--- config.mk ---
export PLATFORM = sky130hd
export DESIGN_NAME = memory_stage_flat
export DESIGN_NICKNAME = d
export VERILOG_FILES = /design/src/rtl/memory_stage_pkg.sv /design/src/rtl/memory_stage_if.sv /design/src/rtl/memory_stage_load_store_align.sv /design/src/rtl/memory_stage.sv /design/src/flat_wrapper.sv
export SDC_FILE = /design/constraint.sdc
export NUM_CORES = 1
export LEC_CHECK = 0
export CORE_UTILIZATION = 42
export CTS_CLUSTER_SIZE = 16
export DETAILED_ROUTE_END_ITERATION = 8
export GPL_TIMING_DRIVEN = 0
export PLACE_DENSITY = 0.77
export SYNTH_ARGS = -nofsm -noshare
export SYNTH_HDL_FRONTEND = slang
export SYNTH_HIERARCHICAL = 1
export SYNTH_SLANG_ARGS = --single-unit
--- constraint.sdc ---
create_clock -name clk -period 15 [get_ports clk]
set_input_delay 4.5 -clock clk [delete_from_list [all_inputs] [get_ports clk]]
set_output_delay 4.5 -clock clk [all_outputs]
set_load 0.005 [all_outputs]
--- src/rtl/memory_stage_pkg.sv ---
// Shared encodings for the memory stage: result-source select, access sizes,
// load funct3 values and the access FSM states.
package memory_stage_pkg;

  typedef enum logic [1:0] {
    RES_ALU = 2'b00,
    RES_MEM = 2'b01,
    RES_PC4 = 2'b10
  } result_src_e;

  // Access size lives in funct3[1:0] for both loads and stores.
  typedef enum logic [1:0] {
    SZ_BYTE = 2'b00,
    SZ_HALF = 2'b01,
    SZ_WORD = 2'b10
  } access_size_e;

  typedef enum logic [2:0] {
    F3_LB  = 3'b000,
    F3_LH  = 3'b001,
    F3_LW  = 3'b010,
    F3_LBU = 3'b100,
    F3_LHU = 3'b101
  } load_funct3_e;

  typedef enum logic {
    S_IDLE,
    S_WAIT
  } mem_state_e;

endpackage

--- src/rtl/memory_stage_if.sv ---
// Handshaked data-memory port: the stage drives request/address/data/enables,
// the memory returns the read word and an accept/complete ack.
interface memory_stage_if #(
  parameter int DW = 32
);
  logic          req;
  logic          we;
  logic [DW-1:0] addr;
  logic [DW-1:0] wdata;
  logic [3:0]    be;
  logic [DW-1:0] rdata;
  logic          ack;

  modport master (output req, we, addr, wdata, be, input rdata, ack);
  modport slave  (input req, we, addr, wdata, be, output rdata, ack);
endinterface

--- src/rtl/memory_stage_load_store_align.sv ---
// Byte-lane steering for stores, lane extraction plus sign/zero extension for
// loads, and natural-alignment checking. Purely combinational.
module memory_stage_load_store_align
  import memory_stage_pkg::*;
#(
  parameter int D_WIDTH = 32
) (
  input  logic [2:0]         funct3_i,
  input  logic [1:0]         addr_lo_i,
  input  logic [D_WIDTH-1:0] store_data_i,
  input  logic [D_WIDTH-1:0] read_word_i,
  output logic [3:0]         be_o,
  output logic [D_WIDTH-1:0] wdata_o,
  output logic [D_WIDTH-1:0] load_data_o,
  output logic               mis_o
);

  logic [D_WIDTH-1:0] lane_shifted;

  assign lane_shifted = read_word_i >> {addr_lo_i, 3'b000};

  // NOTE: every output gets a default before the case so no path leaves one unassigned and infers a latch.
  always_comb begin
    be_o    = 4'b1111;
    wdata_o = store_data_i;
    mis_o   = 1'b0;
    case (funct3_i[1:0])
      SZ_BYTE: begin
        be_o    = 4'b0001 << addr_lo_i;
        wdata_o = {4{store_data_i[7:0]}};
      end
      SZ_HALF: begin
        be_o    = 4'b0011 << addr_lo_i;
        wdata_o = {2{store_data_i[15:0]}};
        mis_o   = addr_lo_i[0];
      end
      default: mis_o = (funct3_i[1:0] == SZ_WORD) && (addr_lo_i != 2'b00);
    endcase
  end

  // Reserved funct3 encodings fall back to a full-word load.
  always_comb begin
    load_data_o = read_word_i;
    case (funct3_i)
      F3_LB:   load_data_o = {{(D_WIDTH-8){lane_shifted[7]}}, lane_shifted[7:0]};
      F3_LBU:  load_data_o = {{(D_WIDTH-8){1'b0}}, lane_shifted[7:0]};
      F3_LH:   load_data_o = {{(D_WIDTH-16){lane_shifted[15]}}, lane_shifted[15:0]};
      F3_LHU:  load_data_o = {{(D_WIDTH-16){1'b0}}, lane_shifted[15:0]};
      default: load_data_o = read_word_i;
    endcase
  end

endmodule

--- src/rtl/memory_stage.sv ---
// Memory pipeline stage: EX/MEM and MEM/WB registers, data-memory handshake,
// upstream stall while an access waits, and M-stage forwarding values.
module memory_stage
  import memory_stage_pkg::*;
#(
  parameter int D_WIDTH = 32
) (
  input  logic               clk,
  input  logic               rst,
  input  logic               reg_write_e_i,
  input  logic [1:0]         result_src_e_i,
  input  logic               mem_write_e_i,
  input  logic [D_WIDTH-1:0] alu_result_e_i,
  input  logic [D_WIDTH-1:0] write_data_e_i,
  input  logic [4:0]         rd_e_i,
  input  logic [D_WIDTH-1:0] pc_plus_4e_i,
  input  logic [2:0]         funct3_e_i,
  output logic               stall_m_o,
  memory_stage_if.master     dmem,
  output logic               reg_write_m_o,
  output logic [4:0]         rd_m_o,
  output logic [D_WIDTH-1:0] alu_result_m_o,
  output logic               misalign_o,
  output logic               reg_write_w_o,
  output logic [1:0]         result_src_w_o,
  output logic [4:0]         rd_w_o,
  output logic [D_WIDTH-1:0] alu_result_w_o,
  output logic [D_WIDTH-1:0] read_data_w_o,
  output logic [D_WIDTH-1:0] pc_plus_4w_o
);

  logic               reg_write_m_q, mem_write_m_q;
  logic [1:0]         result_src_m_q;
  logic [D_WIDTH-1:0] alu_result_m_q, write_data_m_q, pc_plus_4_m_q;
  logic [4:0]         rd_m_q;
  logic [2:0]         funct3_m_q;

  logic               reg_write_w_q;
  logic [1:0]         result_src_w_q;
  logic [4:0]         rd_w_q;
  logic [D_WIDTH-1:0] alu_result_w_q, read_data_w_q, pc_plus_4_w_q;

  logic               is_load, is_store, mem_op, mis_raw, mis, req;
  logic [3:0]         lane_be;
  logic [D_WIDTH-1:0] lane_wdata, load_data;
  mem_state_e         state_q;

  // NOTE: sequential state uses non-blocking assignments so every register samples pre-edge values.
  always_ff @(posedge clk or posedge rst) begin
    if (rst) begin
      reg_write_m_q  <= 1'b0;
      result_src_m_q <= '0;
      mem_write_m_q  <= 1'b0;
      alu_result_m_q <= '0;
      write_data_m_q <= '0;
      rd_m_q         <= '0;
      pc_plus_4_m_q  <= '0;
      funct3_m_q     <= '0;
    end else if (!stall_m_o) begin
      reg_write_m_q  <= reg_write_e_i;
      result_src_m_q <= result_src_e_i;
      mem_write_m_q  <= mem_write_e_i;
      alu_result_m_q <= alu_result_e_i;
      write_data_m_q <= write_data_e_i;
      rd_m_q         <= rd_e_i;
      pc_plus_4_m_q  <= pc_plus_4e_i;
      funct3_m_q     <= funct3_e_i;
    end
  end

  assign is_load  = (result_src_m_q == RES_MEM) && !mem_write_m_q;
  assign is_store = mem_write_m_q;
  assign mem_op   = is_load || is_store;

  memory_stage_load_store_align #(.D_WIDTH(D_WIDTH)) u_align (
    .funct3_i     (funct3_m_q),
    .addr_lo_i    (alu_result_m_q[1:0]),
    .store_data_i (write_data_m_q),
    .read_word_i  (dmem.rdata),
    .be_o         (lane_be),
    .wdata_o      (lane_wdata),
    .load_data_o  (load_data),
    .mis_o        (mis_raw)
  );

  // The request is held stable through a wait because the stall freezes EX/MEM.
  assign mis        = mem_op && mis_raw;
  assign req        = mem_op && !mis;
  assign stall_m_o  = req && !dmem.ack;
  assign misalign_o = mis;

  assign dmem.req   = req;
  assign dmem.we    = req && is_store;
  assign dmem.addr  = req ? {alu_result_m_q[D_WIDTH-1:2], 2'b00} : '0;
  assign dmem.wdata = (req && is_store) ? lane_wdata : '0;
  assign dmem.be    = req ? lane_be : '0;

  always_ff @(posedge clk or posedge rst) begin
    if (rst) begin
      state_q <= S_IDLE;
    end else begin
      case (state_q)
        S_IDLE:  if (req && !dmem.ack) state_q <= S_WAIT;
        S_WAIT:  if (dmem.ack) state_q <= S_IDLE;
        default: state_q <= S_IDLE;
      endcase
    end
  end

  // Stalled or misaligned accesses retire as a fully cleared bubble.
  always_ff @(posedge clk or posedge rst) begin
    if (rst) begin
      reg_write_w_q  <= 1'b0;
      result_src_w_q <= '0;
      rd_w_q         <= '0;
      alu_result_w_q <= '0;
      read_data_w_q  <= '0;
      pc_plus_4_w_q  <= '0;
    end else if (stall_m_o || mis) begin
      reg_write_w_q  <= 1'b0;
      result_src_w_q <= '0;
      rd_w_q         <= '0;
      alu_result_w_q <= '0;
      read_data_w_q  <= '0;
      pc_plus_4_w_q  <= '0;
    end else begin
      reg_write_w_q  <= reg_write_m_q;
      result_src_w_q <= result_src_m_q;
      rd_w_q         <= rd_m_q;
      alu_result_w_q <= alu_result_m_q;
      read_data_w_q  <= is_load ? load_data : '0;
      pc_plus_4_w_q  <= pc_plus_4_m_q;
    end
  end

  assign reg_write_m_o  = reg_write_m_q;
  assign rd_m_o         = rd_m_q;
  assign alu_result_m_o = alu_result_m_q;

  assign reg_write_w_o  = reg_write_w_q;
  assign result_src_w_o = result_src_w_q;
  assign rd_w_o         = rd_w_q;
  assign alu_result_w_o = alu_result_w_q;
  assign read_data_w_o  = read_data_w_q;
  assign pc_plus_4w_o   = pc_plus_4_w_q;

endmodule

--- src/flat_wrapper.sv ---
// flat-port wrapper written by rule: the top's interface ports become plain ports
module memory_stage_flat import memory_stage_pkg::*;
#(
  parameter int D_WIDTH = 32
)
  (clk, rst, reg_write_e_i, result_src_e_i, mem_write_e_i, alu_result_e_i, write_data_e_i, rd_e_i, pc_plus_4e_i, funct3_e_i, stall_m_o, reg_write_m_o, rd_m_o, alu_result_m_o, misalign_o, reg_write_w_o, result_src_w_o, rd_w_o, alu_result_w_o, read_data_w_o, pc_plus_4w_o, dmem_req, dmem_we, dmem_addr, dmem_wdata, dmem_be, dmem_rdata, dmem_ack);
  memory_stage_if #(.DW(32)) dmem_i ();
  input  logic clk;
  input  logic rst;
  input  logic reg_write_e_i;
  input  logic [1:0] result_src_e_i;
  input  logic mem_write_e_i;
  input  logic [D_WIDTH-1:0] alu_result_e_i;
  input  logic [D_WIDTH-1:0] write_data_e_i;
  input  logic [4:0] rd_e_i;
  input  logic [D_WIDTH-1:0] pc_plus_4e_i;
  input  logic [2:0] funct3_e_i;
  output logic stall_m_o;
  output logic reg_write_m_o;
  output logic [4:0] rd_m_o;
  output logic [D_WIDTH-1:0] alu_result_m_o;
  output logic misalign_o;
  output logic reg_write_w_o;
  output logic [1:0] result_src_w_o;
  output logic [4:0] rd_w_o;
  output logic [D_WIDTH-1:0] alu_result_w_o;
  output logic [D_WIDTH-1:0] read_data_w_o;
  output logic [D_WIDTH-1:0] pc_plus_4w_o;
  output wire logic [$bits(dmem_i.req)-1:0] dmem_req;
  output wire logic [$bits(dmem_i.we)-1:0] dmem_we;
  output wire logic [$bits(dmem_i.addr)-1:0] dmem_addr;
  output wire logic [$bits(dmem_i.wdata)-1:0] dmem_wdata;
  output wire logic [$bits(dmem_i.be)-1:0] dmem_be;
  input wire logic [$bits(dmem_i.rdata)-1:0] dmem_rdata;
  input wire logic [$bits(dmem_i.ack)-1:0] dmem_ack;
  assign dmem_req = dmem_i.req;
  assign dmem_we = dmem_i.we;
  assign dmem_addr = dmem_i.addr;
  assign dmem_wdata = dmem_i.wdata;
  assign dmem_be = dmem_i.be;
  assign dmem_i.rdata = dmem_rdata;
  assign dmem_i.ack = dmem_ack;
  memory_stage #(.D_WIDTH(D_WIDTH)) u_core (.clk(clk), .rst(rst), .reg_write_e_i(reg_write_e_i), .result_src_e_i(result_src_e_i), .mem_write_e_i(mem_write_e_i), .alu_result_e_i(alu_result_e_i), .write_data_e_i(write_data_e_i), .rd_e_i(rd_e_i), .pc_plus_4e_i(pc_plus_4e_i), .funct3_e_i(funct3_e_i), .stall_m_o(stall_m_o), .dmem(dmem_i), .reg_write_m_o(reg_write_m_o), .rd_m_o(rd_m_o), .alu_result_m_o(alu_result_m_o), .misalign_o(misalign_o), .reg_write_w_o(reg_write_w_o), .result_src_w_o(result_src_w_o), .rd_w_o(rd_w_o), .alu_result_w_o(alu_result_w_o), .read_data_w_o(read_data_w_o), .pc_plus_4w_o(pc_plus_4w_o));
endmodule
==> metrics.cfg, run 1 <==
[status]
status=complete, no violations

[sta]
fin_skew_ns=0.0189
setup_viol=0
slew_violations=0
fin_ws_ns=4.25
rsz0062_at_grt=no
whs_ns=0.474
timing.setup.tns_ns=0
max_freq_mhz=93.0
finalHoldViolCount=0
tightest_slew_ns=0.788
min_period_over_period_pct=71.7
slew_headroom_pct=47.1
fin_crit_ns=10.75

[floorplanning]
start_util_pct=43.2
die-area_um2=22400
die_y_um=150
pin_count=357
row_count=53
die_w_um=150
coreArea_um2=21200

[synth]
synth_cell_types=36
synth-seq-area-share_pct=57.8
synth-seq-cells=212
synth_cells=737
synth_top_area_share_pct=57.8
async_flop_share_pct=100
syn-cell-area_um2=9170
synthTopCellsByArea=dfrtp_1 58%, mux2_2 16%, and2_1 12%
yosysWarnings=6
synth_edf_count=0
yosysMostFrequentCell=dfrtp_1
synth_area_per_cell_um2=12.4
yosysTopAreaCell=dfrtp_1
synthFlopType=dfrtp_1
synth_commonest_cells=212 x dfrtp_1, 171 x and2_1, 127 x mux2_2

[critical_path]
r2r_slack_ns=12.05
cp.arrival_ns=6.25
r2r_cells=8
start_kind=input port
endpoint=stall_m_o
critPathLaunch=dmem_ack
r2r_start=u_core/funct3_m_q[1]
rr_endpoint=u_core/alu_result_w_o[6]
required_ns=10.50
cp_max_fo=10
crit_type=input port to output pin
crit_path_end_kind=output pin

[place]
dp_hpwl_mm=19.3
dp.cells=1368
dp_slack_ns=4.24
port_buffers=354
gp_congestion=0.857

[global_route]
grt_pass1_wl_mm=39.7
grt_antenna_before_repair=0
first_global_vias=7126
grtUsageTotal_pct=23.3
grt_max_degree=108
grt-ovfl-total=0

[cts]
holdBufCountCts=0
cts-root-buf=clkbuf_16
cts_buffers=24
cts-resized-gates=0
cts_max_path_buffers=3
postCtsSetupBuffers=0
tritoncts=yes
clk_pin_slew_ns=0.06
cts.sinks=212
htreeDepth=1
clk_latency_ns=0.53

[power]
total_power_uw=1890
vdd_drop_max_mv=0.109
power_density_nw_per_um2=135
leakage_uw=0.00601

[route]
routedWlPerCell_um=18.6
drt-total-wl_mm=26.3
drc=0
drt-pass1-iter-count=4
drt_iter0_drc=315
via_count=6903
antenna_left=0
drt-vias-per-instance=4.89

[final_layout]
fillCellCount=1653
drive_above_1_share_pct=18.6
layout.nets=1262
n_antenna_cell=0
area_growth_pct=51.8
fin_cells=1412

[worst_hold_path]
min_path_type=flop to flop

[run]
maxCapViolCount=0

power by group:
part	internal, µW	switching (µW)	leakage, µW
Clock	364	238	0.000412
Combinational	347	230	0.00298
Sequential	661	47.6	0.00262
Total	1370	515	0.00601
layout make-up:
type	instances	area [µm²]	share of cell area [%]
repair buffers	355	3570	25.6
clock inverters	13	169	1.21
clock buffers	31	657	4.72
flip-flops and latches	212	5310	38.1
well taps	275	344	2.47
multi-input cells	459	3510	25.2
plain buffers	55	310	2.23
inverters	12	52.6	0.377
cells by family after synthesis:
family | count (synthesis) | share of synthesized area [%]
AO/OA/AOI/OAI | 63 | 4.52
buffers and inverters | 67 | 3.87
flip-flops | 212 | 57.8
multiplexers | 148 | 17.9
other | 1 | 0.0409
AND/OR/NAND/NOR | 246 | 15.8
cell usage in the layout, fill, tap and decap left out, types with 2 or more instances in the layout:
| master | netlist | final |
|---|---|---|
| o221ai_1 | 8 | 8 |
| dfrtp_1 | 212 | 212 |
| nor3b_1 | 2 | 2 |
| mux2i_1 | 19 | 19 |
| nor2b_1 | 5 | 5 |
| or2_2 | 2 | 2 |
| buf_4 | 12 | 12 |
| mux2_1 | 2 | 2 |
| nand2_1 | 32 | 32 |
| conb_1 | 1 | 2 |
| o22ai_1 | 2 | 2 |
| nand2b_1 | 14 | 14 |
| nor2_2 | 2 | 2 |
| clkdlybuf4s50_1 | 0 | 354 |
| nor2_1 | 9 | 9 |
| o21ai_0 | 21 | 21 |
| buf_2 | 17 | 17 |
| clkinv_2 | 0 | 8 |
| and3_1 | 7 | 7 |
| and2_1 | 171 | 171 |
| clkbuf_1 | 21 | 25 |
| buf_6 | 5 | 5 |
| clkbuf_16 | 0 | 24 |
| o21bai_1 | 2 | 2 |
| o21ai_1 | 11 | 11 |
| inv_1 | 12 | 11 |
| a21oi_1 | 4 | 4 |
| a22oi_1 | 6 | 6 |
| mux2_2 | 127 | 127 |
| bufinv_16 | 0 | 3 |
| clkbuf_8 | 0 | 3 |
| o22a_1 | 2 | 2 |
sequential cells by signal (all words and copies together) (netlist names):
signal,flops
u_core/alu_result_m_o,32
u_core/rd_m_o,5
u_core/reg_write_m_o,1
u_core/rd_w_o,5
u_core/funct3_m_q,3
u_core/read_data_w_o,32
u_core/result_src_m_q,2
u_core/is_store,1
u_core/reg_write_w_o,1
u_core/alu_result_w_o,32
u_core/pc_plus_4_m_q,32
u_core/pc_plus_4w_o,32
u_core/result_src_w_o,2
u_core/write_data_m_q,32
metal layers:
layer | vias to the layer above | global-route usage, % | routed length (µm)
met5 | - | 0 | 0
met4 | 0 | 8.69 | 852
met3 | 56 | 5.30 | 1810
met2 | 248 | 40.8 | 13200
met1 | 3388 | 27.8 | 10400
li1 | 3211 | - | -
stage by stage:
step / cell area, µm² / util (%)
3_3_place_gp: 13100 / 61.6
6_report: 13900 / 65.6
4_1_cts: 13900 / 65.6
5_1_grt: 13900 / 65.6
3_5_place_dp: 13100 / 61.7
2_1_floorplan: 9180 / -
critical path, cell delays in order:
cell	delay, ns
clkdlybuf4s50_1	0.44
nor2_2	0.20
o21ai_2	0.20
buf_6	0.21
buf_6	0.16
inv_1	0.05
clkdlybuf4s50_1	0.48
worst min-delay path by stage:
stage                                   startpoint                      end  slack [ns]  cells after the start
after floorplan            u_core/pc_plus_4_m_q[0]   u_core/pc_plus_4w_o[0]        0.45                      1
after global placement    u_core/pc_plus_4_m_q[14]  u_core/pc_plus_4w_o[14]        0.45                      1
after detailed placement  u_core/pc_plus_4_m_q[12]  u_core/pc_plus_4w_o[12]        0.46                      1
after CTS                 u_core/pc_plus_4_m_q[12]  u_core/pc_plus_4w_o[12]        0.47                      1
after global routing       u_core/pc_plus_4_m_q[4]   u_core/pc_plus_4w_o[4]        0.49                      1
final                     u_core/pc_plus_4_m_q[15]  u_core/pc_plus_4w_o[15]        0.47                      1
(Power assumes the default switching activity.)
==> run 2: changes to the inputs <==
--- a/config.mk
+++ b/config.mk
@@ -5,7 +5,7 @@
 export SDC_FILE = /design/constraint.sdc
 export NUM_CORES = 1
 export LEC_CHECK = 0
-export CORE_UTILIZATION = 42
+export CORE_UTILIZATION = 40
 export CTS_CLUSTER_SIZE = 16
 export DETAILED_ROUTE_END_ITERATION = 8
 export GPL_TIMING_DRIVEN = 0
==> constraint.sdc (replaced) <==
create_clock -name clk -period 9.7 [get_ports clk]
set_input_delay 2.91 -clock clk [delete_from_list [all_inputs] [get_ports clk]]
set_output_delay 2.91 -clock clk [all_outputs]
set_load 0.005 [all_outputs]
==> run 2 against run 1 <==
Design area grew 0.29%. Sequential power up 54%. Final cell count increased by 0.78%. Setup slack worse by 2.1 ns. Non-clock buffer count stayed put.
==> metrics.cfg, run 2 (synthesis results as in run 1) <==
[power]
power_density_nw_per_um2=210  ; was 135 nW/µm²
vdd_drop_max_mv=0.186  ; was 0.109 mV
leakage_uw=0.00602  ; was 0.00601 µW

[place]
port_buffers=354  ; unchanged
dpl-instance-area_um2=13100  ; about the same
dp_slack_ns=2.07  ; was 4.24 ns
gp_congestion=0.844  ; was 0.857
dp_hpwl_mm=19.6  ; was 19.3 mm

[critical_path]
required_ns=6.79  ; was 10.50 ns
crit_path_end_kind=output pin  ; unchanged
cp.arrival_ns=4.68  ; was 6.25 ns
crit_type=input port to output pin  ; unchanged
path_cells=clkdlybuf4s50_1 -> nor2_2 -> o21ai_2 -> buf_6 -> buf_6 -> inv_1 -> clkdlybuf4s50_1  ; unchanged
cp_max_fo=10  ; unchanged
crit_slowest_cell=clkdlybuf4s50_1  ; unchanged
path_buf_inv=5  ; unchanged
critical_path.top_delay_family=buffers and inverters  ; unchanged
max_stage_delay_ns=0.49  ; was 0.48 ns
start_kind=input port  ; unchanged

[route]
antenna_left=0  ; unchanged
drc=0  ; unchanged
via_count=6870  ; was 6,903
routedWlPerCell_um=18.5  ; was 18.6 µm
drt-total-wl_mm=26.3  ; about the same
drt-vias-per-instance=4.83  ; was 4.89
drt-pass1-iter-count=5  ; was 4
drt_iter0_drc=275  ; was 315

[sta]
slew_violations=0  ; unchanged
tightest_slew_ns=0.958  ; was 0.788 ns
rsz0062_at_grt=no  ; unchanged
timing.setup.tns_ns=0  ; unchanged
fin_ws_ns=2.11  ; was 4.25 ns
fin_crit_ns=7.59
max_freq_mhz=132
slew_headroom_pct=36.1  ; was 47.1%
fin_skew_ns=0.0180  ; was 0.0189 ns
setup_viol=0  ; unchanged
finalHoldViolCount=0  ; unchanged
min_period_over_period_pct=78.2

[cts]
cts_max_path_buffers=3  ; unchanged
cts_buffers=24  ; unchanged
clk_latency_ns=0.52  ; was 0.53 ns
clk_pin_slew_ns=0.06  ; about the same
cts-resized-gates=0  ; unchanged
cts.sinks=212  ; unchanged
htreeDepth=1  ; unchanged
postCtsSetupBuffers=0  ; unchanged
cts-root-buf=clkbuf_16  ; unchanged
tritoncts=yes  ; unchanged
holdBufCountCts=0  ; unchanged

[global_route]
grtUsageMet3_pct=4.62  ; was 5.30%
gr-usage-met1_pct=27.8  ; about the same
grt_antenna_before_repair=1  ; was 0
first_global_vias=7294  ; was 7,126
grt_max_degree=130  ; was 108
grt_pass1_wl_mm=41.5  ; was 39.7 mm
grtUsageTotal_pct=22.6  ; was 23.3%
grtUsageMet2_pct=39.7  ; was 40.8%
grt-ovfl-total=0  ; unchanged
busiest_layer=met2  ; unchanged

[floorplanning]
start_util_pct=40.6  ; was 43.2%
row_count=55  ; was 53
pin_count=357  ; unchanged
die_w_um=153  ; was 150 µm
coreArea_um2=22600  ; was 21,200 µm²
die_y_um=153  ; was 150 µm
die-area_um2=23500  ; was 22,400 µm²

[final_layout]
drive_above_1_share_pct=18.6  ; unchanged
utilization_pct=61.9  ; was 65.6%
stdcell_area_um2=14000  ; was 13,900 µm²
layout_common_cells=354 x clkdlybuf4s50_1, 212 x dfrtp_1, 171 x and2_1  ; unchanged
final_common_cell=clkdlybuf4s50_1  ; unchanged
layout.nets=1262  ; unchanged
area_growth_pct=52.3  ; was 51.8%

[run]
maxCapViolCount=0  ; unchanged

[status]
status=complete, no violations  ; unchanged

[worst_hold_path]
min_path_type=flop to flop  ; unchanged

==> run 2: cell types whose count changed in the layout (fill, tap and decap cells not counted) <==
cell	change
clkinv_2	-6
clkbuf_8	+5
bufinv_16	-1
clkinvlp_4	+1
diode_2	+1
inv_6	+1
==> run 2: metrics by stage <==
| step | cells | hold WS (ns) | power [µW] |
|---|---|---|---|
| 2_1_floorplan | 738 | 0.449 | 1490 |
| 3_3_place_gp | 1377 | 0.455 | 1990 |
| 3_5_place_dp | 1378 | 0.464 | 2010 |
| 4_1_cts | 1422 | 0.475 | 2960 |
| 5_1_grt | 1423 | 0.496 | 3070 |
| 6_report | 1423 | 0.469 | 2930 |
==> run 2: cell type report <==
type	instances	area [µm²]
repair buffers	355	3570
plain buffers	55	310
clock inverters	8	125
well taps	285	357
clock buffers	36	726
flip-flops and latches	212	5310
inverters	12	52.6
diodes	1	2.50
fillers	1829	8610
multi-input cells	459	3510
==> run 2: metal layers <==
layer	vias up	wire [µm]	part of all wire (%)
li1	3212	-	-
met1	3359	10600	40
met2	251	13400	51
met3	48	1660	6.3
met4	0	691	2.6
met5	-	0	0
==> run 2: worst reg2reg max path, stage by stage (launching register included) <==
cell	delay (ns)
dfrtp_1	0.40
buf_2	0.25
buf_2	0.30
clkbuf_1	0.41
o22ai_1	0.30
nand2b_1	0.24
o21ai_1	0.43
clkbuf_1	0.45
and2_1	0.20
==> run 2: power by group <==
part	internal [µW]	leakage (µW)	switching, µW
logic	536	0.00298	354
registers	1020	0.00262	72.4
clock network	575	0.000415	368
total	2130	0.00602	794
==> run 2: worst paths after layout <==
kind | start | to | slack, ns | cells past startpoint
max reg2reg | u_core/funct3_m_q[1] | u_core/alu_result_w_o[4] | 6.66 | 8
min in group asynchronous | rst | u_core/pc_plus_4w_o[5] | 2.91 | 2
min reg2reg | u_core/pc_plus_4_m_q[20] | u_core/pc_plus_4w_o[20] | 0.47 | 1
max in group asynchronous | rst | u_core/write_data_m_q[25] | 5.86 | 3
max | dmem_ack | stall_m_o | 2.11 | 7
min | u_core/pc_plus_4_m_q[20] | u_core/pc_plus_4w_o[20] | 0.47 | 1
